File: config.mk
export PLATFORM = sky130hd
export DESIGN_NAME = bldc_hall_decoder
export DESIGN_NICKNAME = d
export VERILOG_FILES = /design/src/rtl/bldc_hall_decoder.sv
export SDC_FILE = /design/constraint.sdc
export NUM_CORES = 1
export LEC_CHECK = 0
export ABC_AREA = 1
export CORE_MARGIN = 2
export CORE_UTILIZATION = 35
export CTS_CLUSTER_DIAMETER = 60
export DETAILED_ROUTE_END_ITERATION = 10
export PLACE_DENSITY = 0.66
export SYNTH_ARGS = -nofsm -noshare
export SYNTH_HDL_FRONTEND = slang
export SYNTH_SLANG_ARGS = --single-unit
File: constraint.sdc
create_clock -name clk_i -period 2.17 [get_ports clk_i]
set_input_delay 0.3255 -clock clk_i [delete_from_list [all_inputs] [get_ports clk_i]]
set_output_delay 0.3255 -clock clk_i [all_outputs]
set_load 0.05 [all_outputs]
File: src/rtl/bldc_hall_decoder.sv
// ---------------------------------------------------------------------------
// bldc_hall_decoder
//   Turns the three Hall sensors of a BLDC motor into the six-step electrical
//   phase number (1..6, 0 = unknown). It also reports the rotation direction,
//   the step period and stall/error status.
//
//   Parameters
//     DEBOUNCE_CYCLES  stable synchronized cycles needed to accept a code (>=1)
//     PERIOD_W         width of the period counter and period_o
//
//   Ports
//     clk_i           system clock
//     rst_ni          asynchronous active-low reset (released synchronously)
//     ena_i           decoder enable; low forces IDLE and clears outputs
//     hall_i[2:0]     raw Hall inputs {A,B,C}, asynchronous to clk_i
//     phase_o[2:0]    accepted phase, 0 = unknown, 1..6
//     step_o          one-cycle pulse on every accepted legal phase change
//     dir_o           1 = forward (P_n -> P_n+1), 0 = reverse
//     period_o        cycles between the last two accepted steps
//     period_valid_o  period_o holds a real measurement
//     stall_o         no step seen for 2^PERIOD_W-1 cycles
//     err_o           one-cycle pulse on an illegal code or a skipped step
// ---------------------------------------------------------------------------
module bldc_hall_decoder #(
  parameter int DEBOUNCE_CYCLES = 16,
  parameter int PERIOD_W        = 24
) (
  input  logic                clk_i,
  input  logic                rst_ni,
  input  logic                ena_i,
  input  logic [2:0]          hall_i,
  output logic [2:0]          phase_o,
  output logic                step_o,
  output logic                dir_o,
  output logic [PERIOD_W-1:0] period_o,
  output logic                period_valid_o,
  output logic                stall_o,
  output logic                err_o
);

  localparam int                 CNT_W     = $clog2(DEBOUNCE_CYCLES + 1);
  localparam logic [CNT_W-1:0]    DB_LIMIT  = CNT_W'(DEBOUNCE_CYCLES);
  localparam logic [PERIOD_W-1:0] PCNT_MAX  = '1;
  localparam logic [PERIOD_W-1:0] PCNT_LAST = PCNT_MAX - PERIOD_W'(1);

  typedef enum logic [1:0] {IDLE, ACQUIRE, TRACK} state_t;

  function automatic logic [2:0] code_to_phase(input logic [2:0] code);
    case (code)
      3'b101:  return 3'd1;
      3'b100:  return 3'd2;
      3'b110:  return 3'd3;
      3'b010:  return 3'd4;
      3'b011:  return 3'd5;
      3'b001:  return 3'd6;
      default: return 3'd0;  // 000 and 111 are illegal
    endcase
  endfunction

  // Reset asserts immediately but is released only on a clock edge.
  logic [1:0] rst_sync_reg;
  logic       rst_n;

  always_ff @(posedge clk_i or negedge rst_ni) begin
    if (!rst_ni) rst_sync_reg <= '0;
    else         rst_sync_reg <= {rst_sync_reg[0], 1'b1};
  end

  assign rst_n = rst_sync_reg[1];

  // Two-flop synchronizer on the Hall bits.
  logic [2:0] sync1_reg;
  logic [2:0] sync2_reg;

  always_ff @(posedge clk_i or negedge rst_n) begin
    if (!rst_n) begin
      sync1_reg <= '0;
      sync2_reg <= '0;
    end else begin
      sync1_reg <= hall_i;
      sync2_reg <= sync1_reg;
    end
  end

  // Debounce: a new code must sit unchanged for DEBOUNCE_CYCLES cycles.
  logic [2:0]       cand_reg;
  logic [2:0]       acc_reg;
  logic [CNT_W-1:0] db_cnt_reg;
  logic             accept;

  assign accept = ena_i && (sync2_reg != acc_reg) && (sync2_reg == cand_reg) &&
                  (db_cnt_reg == DB_LIMIT);

  always_ff @(posedge clk_i or negedge rst_n) begin
    if (!rst_n) begin
      cand_reg   <= '0;
      acc_reg    <= '0;
      db_cnt_reg <= '0;
    end else if (!ena_i) begin
      cand_reg   <= '0;
      acc_reg    <= '0;
      db_cnt_reg <= '0;
    end else if (sync2_reg == acc_reg) begin
      // Dropping a glitched candidate keeps the next real change at the
      // same latency as any other.
      db_cnt_reg <= '0;
      cand_reg   <= acc_reg;
    end else if (sync2_reg != cand_reg) begin
      cand_reg   <= sync2_reg;
      db_cnt_reg <= CNT_W'(1);
    end else if (db_cnt_reg == DB_LIMIT) begin
      acc_reg    <= cand_reg;
      db_cnt_reg <= '0;
    end else begin
      db_cnt_reg <= db_cnt_reg + CNT_W'(1);
    end
  end

  // Phase arithmetic on the 1..6 ring.
  logic [2:0] new_phase;
  logic [2:0] fwd_phase;
  logic [2:0] rev_phase;

  assign new_phase = code_to_phase(cand_reg);
  assign fwd_phase = (phase_o == 3'd6) ? 3'd1 : phase_o + 3'd1;
  assign rev_phase = (phase_o == 3'd1) ? 3'd6 : phase_o - 3'd1;

  // Tracking state machine with registered outputs.
  state_t              state_reg;
  logic [PERIOD_W-1:0] pcnt_reg;

  always_ff @(posedge clk_i or negedge rst_n) begin
    if (!rst_n) begin
      state_reg      <= IDLE;
      pcnt_reg       <= '0;
      phase_o        <= '0;
      step_o         <= 1'b0;
      dir_o          <= 1'b1;
      period_o       <= '0;
      period_valid_o <= 1'b0;
      stall_o        <= 1'b0;
      err_o          <= 1'b0;
    end else begin
      step_o <= 1'b0;
      err_o  <= 1'b0;
      if (!ena_i) begin
        state_reg      <= IDLE;
        pcnt_reg       <= '0;
        phase_o        <= '0;
        dir_o          <= 1'b1;
        period_o       <= '0;
        period_valid_o <= 1'b0;
        stall_o        <= 1'b0;
      end else begin
        case (state_reg)
          IDLE: state_reg <= ACQUIRE;

          ACQUIRE: begin
            if (accept) begin
              if (new_phase != 3'd0) begin
                phase_o   <= new_phase;
                step_o    <= 1'b1;
                pcnt_reg  <= '0;
                state_reg <= TRACK;
              end else begin
                phase_o <= '0;
                err_o   <= 1'b1;
              end
            end
          end

          TRACK: begin
            if (accept) begin
              if (new_phase == 3'd0) begin
                phase_o        <= '0;
                err_o          <= 1'b1;
                period_valid_o <= 1'b0;
                state_reg      <= ACQUIRE;
              end else if (new_phase == fwd_phase || new_phase == rev_phase) begin
                dir_o          <= (new_phase == fwd_phase);
                phase_o        <= new_phase;
                step_o         <= 1'b1;
                period_o       <= pcnt_reg + PERIOD_W'(1);
                period_valid_o <= 1'b1;
                pcnt_reg       <= '0;
                stall_o        <= 1'b0;
              end else begin
                // Skipped step: report both the error and the new step, then
                // re-acquire so the next step does not produce a period.
                phase_o        <= new_phase;
                err_o          <= 1'b1;
                step_o         <= 1'b1;
                period_valid_o <= 1'b0;
                pcnt_reg       <= '0;
                state_reg      <= ACQUIRE;
              end
            end else if (pcnt_reg == PCNT_LAST) begin
              pcnt_reg       <= PCNT_MAX;
              stall_o        <= 1'b1;
              period_valid_o <= 1'b0;
              state_reg      <= ACQUIRE;
            end else begin
              pcnt_reg <= pcnt_reg + PERIOD_W'(1);
            end
          end

          default: state_reg <= IDLE;
        endcase
      end
    end
  end

endmodule
==> impl_metrics.toml, run 1 <==
[run_status]
status = "completed"

[synth]
synth.avg_cell_area_sq_um = 7.103
synth-compound-area-share = 0.06990
synth_nets = 653
synth_fa_ha_area_frac = 0.03329
synth.cell_area_sq_um = 4511
async_flop_share = 1.000
synth_top_family_by_area = "simple AND/OR/NAND/NOR gates"
yosys.area.top_type = "dfrtp_1"
synth.area.mux_share = 0
synth_top_area_share = 0.4216
synth_warnings = 0
synth_cells = 635
ys.flop_type = "dfrtp_1"
yosys.area_share.simple = 0.3731
synth.distinct_cells = 37
synthMostInstantiatedCell = "nand2_1"
seq_area_frac_synth = 0.4275
synth_xor_area_frac = 0.01748
ys_ff_latch = 77
synth.top_cells.by_count = "nand2_1 (239), dfrtp_1 (76), nor2_1 (73), inv_1 (60), nand3_1 (53)"
synthTopCellsByArea = "dfrtp_1 (42%), nand2_1 (20%), nor2_1 (6.1%)"
synth_edf_count = 0

[timing]
holdWs_ns = 0.1487
setup_ws_ns = 0.1893
tns_ns = 0
worst_pin_slew_ns = 0.5897
period_needed_ns = 1.981
relSlewSlack = 0.6069
fin_crit_sh = 0.9128
skew_ns = 0.008584
fmax_ghz = 0.5049
setup_viol = 0
hold_violations = 0
maxSlewViolCount = 0

[power_and_ir_drop]
peakVddDrop_v = 0.0004373
p_leak_nw = 2.684
powerDensity_nw_per_um2 = 843.6
power_mw = 4.737

[critical_path]
path_max_fanout = 24
crit_chain = "inv_1 > ha_1 > nand4_1 > nand2_1 > nand3_4 > nand2_2 > nand2_1 > nor2_4 > buf_12 > nand2_1 > nand2_1"
r2r_cells = 11
crit_top_cell = "nand2_1"
critPathBufInv = 2
crit_path_start = "db_cnt_reg[0]$_DFF_PN0_"
critPathKind = "flip-flop to flip-flop"
slowest_delay_ns = 0.40
cp-start-kind = "flip-flop"
r2r_end = "pcnt_reg[19]$_DFFE_PN0P_"
r2r-start = "db_cnt_reg[0]$_DFF_PN0_"
worstPathArrival_ns = 2.25
r2r_slack_ns = 0.19
cp_slowest_cell = "dfrtp_1"
crit_required_ns = 2.44
critPathCaptureType = "flip-flop"
critPathTopFamily = "simple AND/OR/NAND/NOR gates"

[drt]
ant_nets = 0
drc = 0
wire_per_inst_microns = 12.49
drt_iter0_drc = 378
via_per_inst = 4.814
vias = 4183
totalWireLength_mm = 10.85
dr.pass1.iters = 5

[clocking]
holdBufCountCts = 0
clk_pin_slew_worst_paths_ns = 0.06
insertion_delay_ns = 0.33
cts_buffer_depth = 2
root_buffer = "clkbuf_16"
cts_tree = "built"
cts_made_buffers = 9
cts.sinks = 77
ctsHtreeMaxLevel = 3

[grt]
grt_pass1_wl_mm = 18.52
antenna_found_initial = 0
grt_usage = 0.1624
grt_max_degree = 50
grt_pass1_vias = 3940
grt_overflow = 0

[final_layout]
layout-drive-gt1-share = 0.1148
diodes = 0
fin_nets = 710
final_cells = 869
area_growth_pct = 24.49

[floorplanning]
core_area_sq_um = 12620
ios = 38
dieArea_sq_um = 13810
die_h_microns = 117.5
start_util = 0.3574
die_x_microns = 117.5
core.rowCount = 41

[flow_run]
drv_cap = 0

[placed_design]
place_ws_ns = 0.06762
io_buffers = 37
hpwl_mm = 8.189
dp.cells = 849
gp_congestion = 0.9247

[hold_path]
hp-class = "input port to async pin"
[per-stage QoR]
| stage | util | cell area, sq um |
|---|---|---|
| after floorplan | - | 4513 |
| after global placement | 0.4126 | 5206 |
| after detailed placement | 0.4126 | 5206 |
| after CTS | 0.4415 | 5572 |
| after global routing | 0.4450 | 5615 |
| final | 0.4450 | 5615 |
[area by class of cell]
class,instances,area [sq um]
fillers,1255,7004
multi-input cells,477,2245
flip-flops and latches,77,1931
repair buffers,64,623.1
inverters,63,236.5
clock buffers,10,229.0
well taps,172,215.2
clock inverters,6,136.4
[cells in the final DEF (no fill, tap or decap), drive strengths merged, types with 12 or more instances in the layout]
master	instances
a21oi	15
o21ai	36
buf	27
inv	63
ha	12
nor2	75
nand2	243
clkdlybuf4s50	37
nand3	56
dfrtp	76
[logic make-up after synthesis]
logic type      Yosys count
compound gates           57
other cells               1
fa+ha+maj                12
buf+inv                  81
flops                    77
xor+xnor                  9
simple gates            398
[worst register-to-register path, cell delays in order, from the launching register on]
cell and delay (ns):
dfrtp_1 0.40, inv_1 0.09, ha_1 0.16, nand4_1 0.25, nand2_1 0.22, nand3_4 0.14, nand2_2 0.12, nand2_1 0.09
nor2_4 0.13, buf_12 0.17, nand2_1 0.07, nand2_1 0.06
[timing repair]
item / in CTS / in global routing
resized for setup: 0 / 7
endpoints found under the setup margin: 0 / 36
buffers inserted: 0 / 4
[worst max-delay path by stage]
| stage | cells past startpoint | slack [ns] | endpoint |
|---|---|---|---|
| after floorplan | 12 | 0.02 | period_o[18]$_DFFE_PN0P_ |
| after global placement | 11 | 0.10 | stall_o$_DFFE_PN0P_ |
| after detailed placement | 11 | 0.07 | stall_o$_DFFE_PN0P_ |
| after CTS | 11 | 0.06 | stall_o$_DFFE_PN0P_ |
| after global routing | 12 | -0.004 | period_o[15]$_DFFE_PN0P_ |
| final | 11 | 0.19 | pcnt_reg[19]$_DFFE_PN0P_ |
[per-layer routing]
metal / global-route usage / vias to the layer above / wire length, microns
met5: 0 / - / 0
met3: 0.02810 / 24 / 423
met4: 0.07078 / 0 / 257
met1: 0.2161 / 1933 / 5163
met2: 0.2610 / 114 / 5007
li1: - / 2112 / -
[power by group]
part	internal (mW)	switching, mW	total, mW
logic	0.444	0.833	1.28
registers	1.53	0.0852	1.62
clock network	1.24	0.602	1.84
No activity file was read; power rests on OpenSTA's default activity.
==> run 2, diff against run 1 <==
--- a/config.mk
+++ b/config.mk
@@ -11,6 +11,7 @@
 export CTS_CLUSTER_DIAMETER = 60
 export DETAILED_ROUTE_END_ITERATION = 10
 export PLACE_DENSITY = 0.66
+export RECOVER_POWER = 100
 export SYNTH_ARGS = -nofsm -noshare
 export SYNTH_HDL_FRONTEND = slang
 export SYNTH_SLANG_ARGS = --single-unit
==> constraint.sdc (replaced) <==
create_clock -name clk_i -period 1.6 [get_ports clk_i]
set_input_delay 0.24 -clock clk_i [delete_from_list [all_inputs] [get_ports clk_i]]
set_output_delay 0.24 -clock clk_i [all_outputs]
set_load 0.05 [all_outputs]
==> run 2 against run 1 <==
  * The flow now finishes with violations (negative setup slack)
  * Sequential cell count unchanged
  * Combinational power increased by 110%
  * Non-clock buffer count increased by 112
  * Worst setup slack got worse by 0.53 ns
  * First-iteration DRC count increased by 8.5%
  * Critical endpoint is now pcnt_reg[23]$_DFFE_PN0P_
  * Largest cell class unchanged
==> impl_metrics.toml, run 2 (synthesis results as in run 1) <==
[run_status]
status = "finished, violations left"
violations = "negative setup slack"

[critical_path]
r2r_slack_ns = -0.34
path_max_fanout = 12
critPathBufInv = 3
crit_chain = "inv_1 > ha_4 > nand4_1 > buf_4 > nor3_4 > nand2_2 > nand2_2 > nor2_4 > clkbuf_16 > nand2_1 > nand2_1"
r2r_end = "pcnt_reg[23]$_DFFE_PN0P_"
r2r_cells = 11
critPathCaptureType = "flip-flop"
critPathKind = "flip-flop to flip-flop"
cp-start-kind = "flip-flop"
critical_path_depth = 11
crit_required_ns = 1.83
r2r-start = "db_cnt_reg[1]$_DFF_PN0_"
critPathTopFamily = "simple AND/OR/NAND/NOR gates"
cp_slowest_cell = "dfrtp_1"
slowest_delay_ns = 0.37
worstPathArrival_ns = 2.18

[grt]
grt_usage = 0.1897
grt_pass1_wl_mm = 21.35
grt_max_degree = 50
antenna_found_initial = 0
grt_pass1_vias = 4691
grt_overflow = 0

[drt]
vias = 4865
wire_per_inst_microns = 14.70
wl_met1_mm = 5.775
ant_nets = 0
dr.pass1.iters = 6
totalWireLength_mm = 14.42
drt_iter0_drc = 410
wl_met2_mm = 7.255
highest_layer = "met4"
dr_wl_met3_microns = 916
via_per_inst = 4.959
drc = 0

[clocking]
root_buffer = "clkbuf_16"
cts.sinks = 77
ctsHtreeMaxLevel = 3
cts_tree = "built"
insertion_delay_ns = 0.34
holdBufCountCts = 0
cts_buffer_depth = 2
clk_pin_slew_worst_paths_ns = 0.06
cts_made_buffers = 9

[power_and_ir_drop]
powerDensity_nw_per_um2 = 1035
peakVddDrop_v = 0.0006262
p_leak_nw = 3.407

[floorplanning]
dieArea_sq_um = 13810
core_area_sq_um = 12620
die_x_microns = 117.5
start_util = 0.3574
ios = 38
die_h_microns = 117.5
core.rowCount = 41

[timing]
relSlewSlack = 0.4040
setup_viol = 60
fin_crit_sh = 1.215
fmax_ghz = 0.5143
setup_ws_ns = -0.3442
rsz0062_at_grt = "true"
hold_violations = 0
period_needed_ns = 1.944
worst_pin_slew_ns = 0.8941
skew_ns = 0.008720
maxSlewViolCount = 0
tns_ns = -15.52

[final_layout]
final_cells = 981
fin_util = 0.5455
mostFrequentLayoutCell = "nand2_1"
fillerInstances = 1126
layout-drive-gt1-share = 0.3609
diodes = 0
area_growth_pct = 52.62
fin_nets = 822
final_cell_mix = "nand2_1 (200), buf_4 (118), dfrtp_1 (73), nor2_1 (60), inv_1 (50)"

[placed_design]
dp.cells = 943
hpwl_mm = 9.104
gp_congestion = 0.9411
place_ws_ns = -0.3442
io_buffers = 37

[hold_path]
hp-class = "input port to async pin"

[flow_run]
drv_cap = 0
==> run 2: worst max-delay path by stage <==
stage                     slack (ns)                  endpoint                    start
after floorplan                -0.29  period_o[18]$_DFFE_PN0P_   phase_o[0]$_DFFE_PN0P_
after global placement         -0.31  pcnt_reg[16]$_DFFE_PN0P_                    ena_i
after detailed placement       -0.34   pcnt_reg[6]$_DFFE_PN0P_                    ena_i
after CTS                      -0.22  period_o[12]$_DFFE_PN0P_   phase_o[0]$_DFFE_PN0P_
after global routing           -0.43  pcnt_reg[23]$_DFFE_PN0P_  db_cnt_reg[0]$_DFF_PN0_
final                          -0.34  pcnt_reg[23]$_DFFE_PN0P_  db_cnt_reg[1]$_DFF_PN0_
==> run 2: where the power goes <==
part / switching [mW] / total, mW / internal, mW / leakage (nW)
logic: 1.61 / 2.75 / 1.15 / 2.22
clock network: 0.814 / 2.18 / 1.37 / 0.156
registers: 0.122 / 2.19 / 2.07 / 1.04
total: 2.54 / 7.13 / 4.58 / 3.41
==> run 2: routing by layer <==
layer  track usage  vias up
li1              -     2330
met1        0.2347     2296
met2        0.3216      198
met3       0.03828       41
met4       0.08208        0
met5             0        -
==> run 2: repair_timing <==
action | 4_1_cts | 5_1_grt
setup endpoints to repair | 60 | 66
resized for setup | 36 | 99
setup buffers | 8 | 10
pin swaps | 14 | 32
cloned | 0 | 6
==> run 2: layout make-up <==
cell class / count / area [sq um] / share of cell area
Tap cell: 172 / 215.2 / 0.03126
Timing Repair Buffer: 176 / 1458 / 0.2117
Multi-Input combinational cell: 477 / 2719 / 0.3949
Clock buffer: 10 / 229.0 / 0.03326
Clock inverter: 6 / 87.58 / 0.01272
Sequential cell: 77 / 1932 / 0.2806
Inverter: 63 / 244.0 / 0.03544
==> run 2: through the flow <==
stage	hold slack [ns]	total power, mW	area (sq um)
finish	0.1222	7.127	6884
floorplan	-0.05559	3.532	4598
global placement	0.2600	4.340	5995
detailed placement	0.2651	4.402	5995
CTS	0.05231	6.671	6487
global route	0.1167	7.422	6884
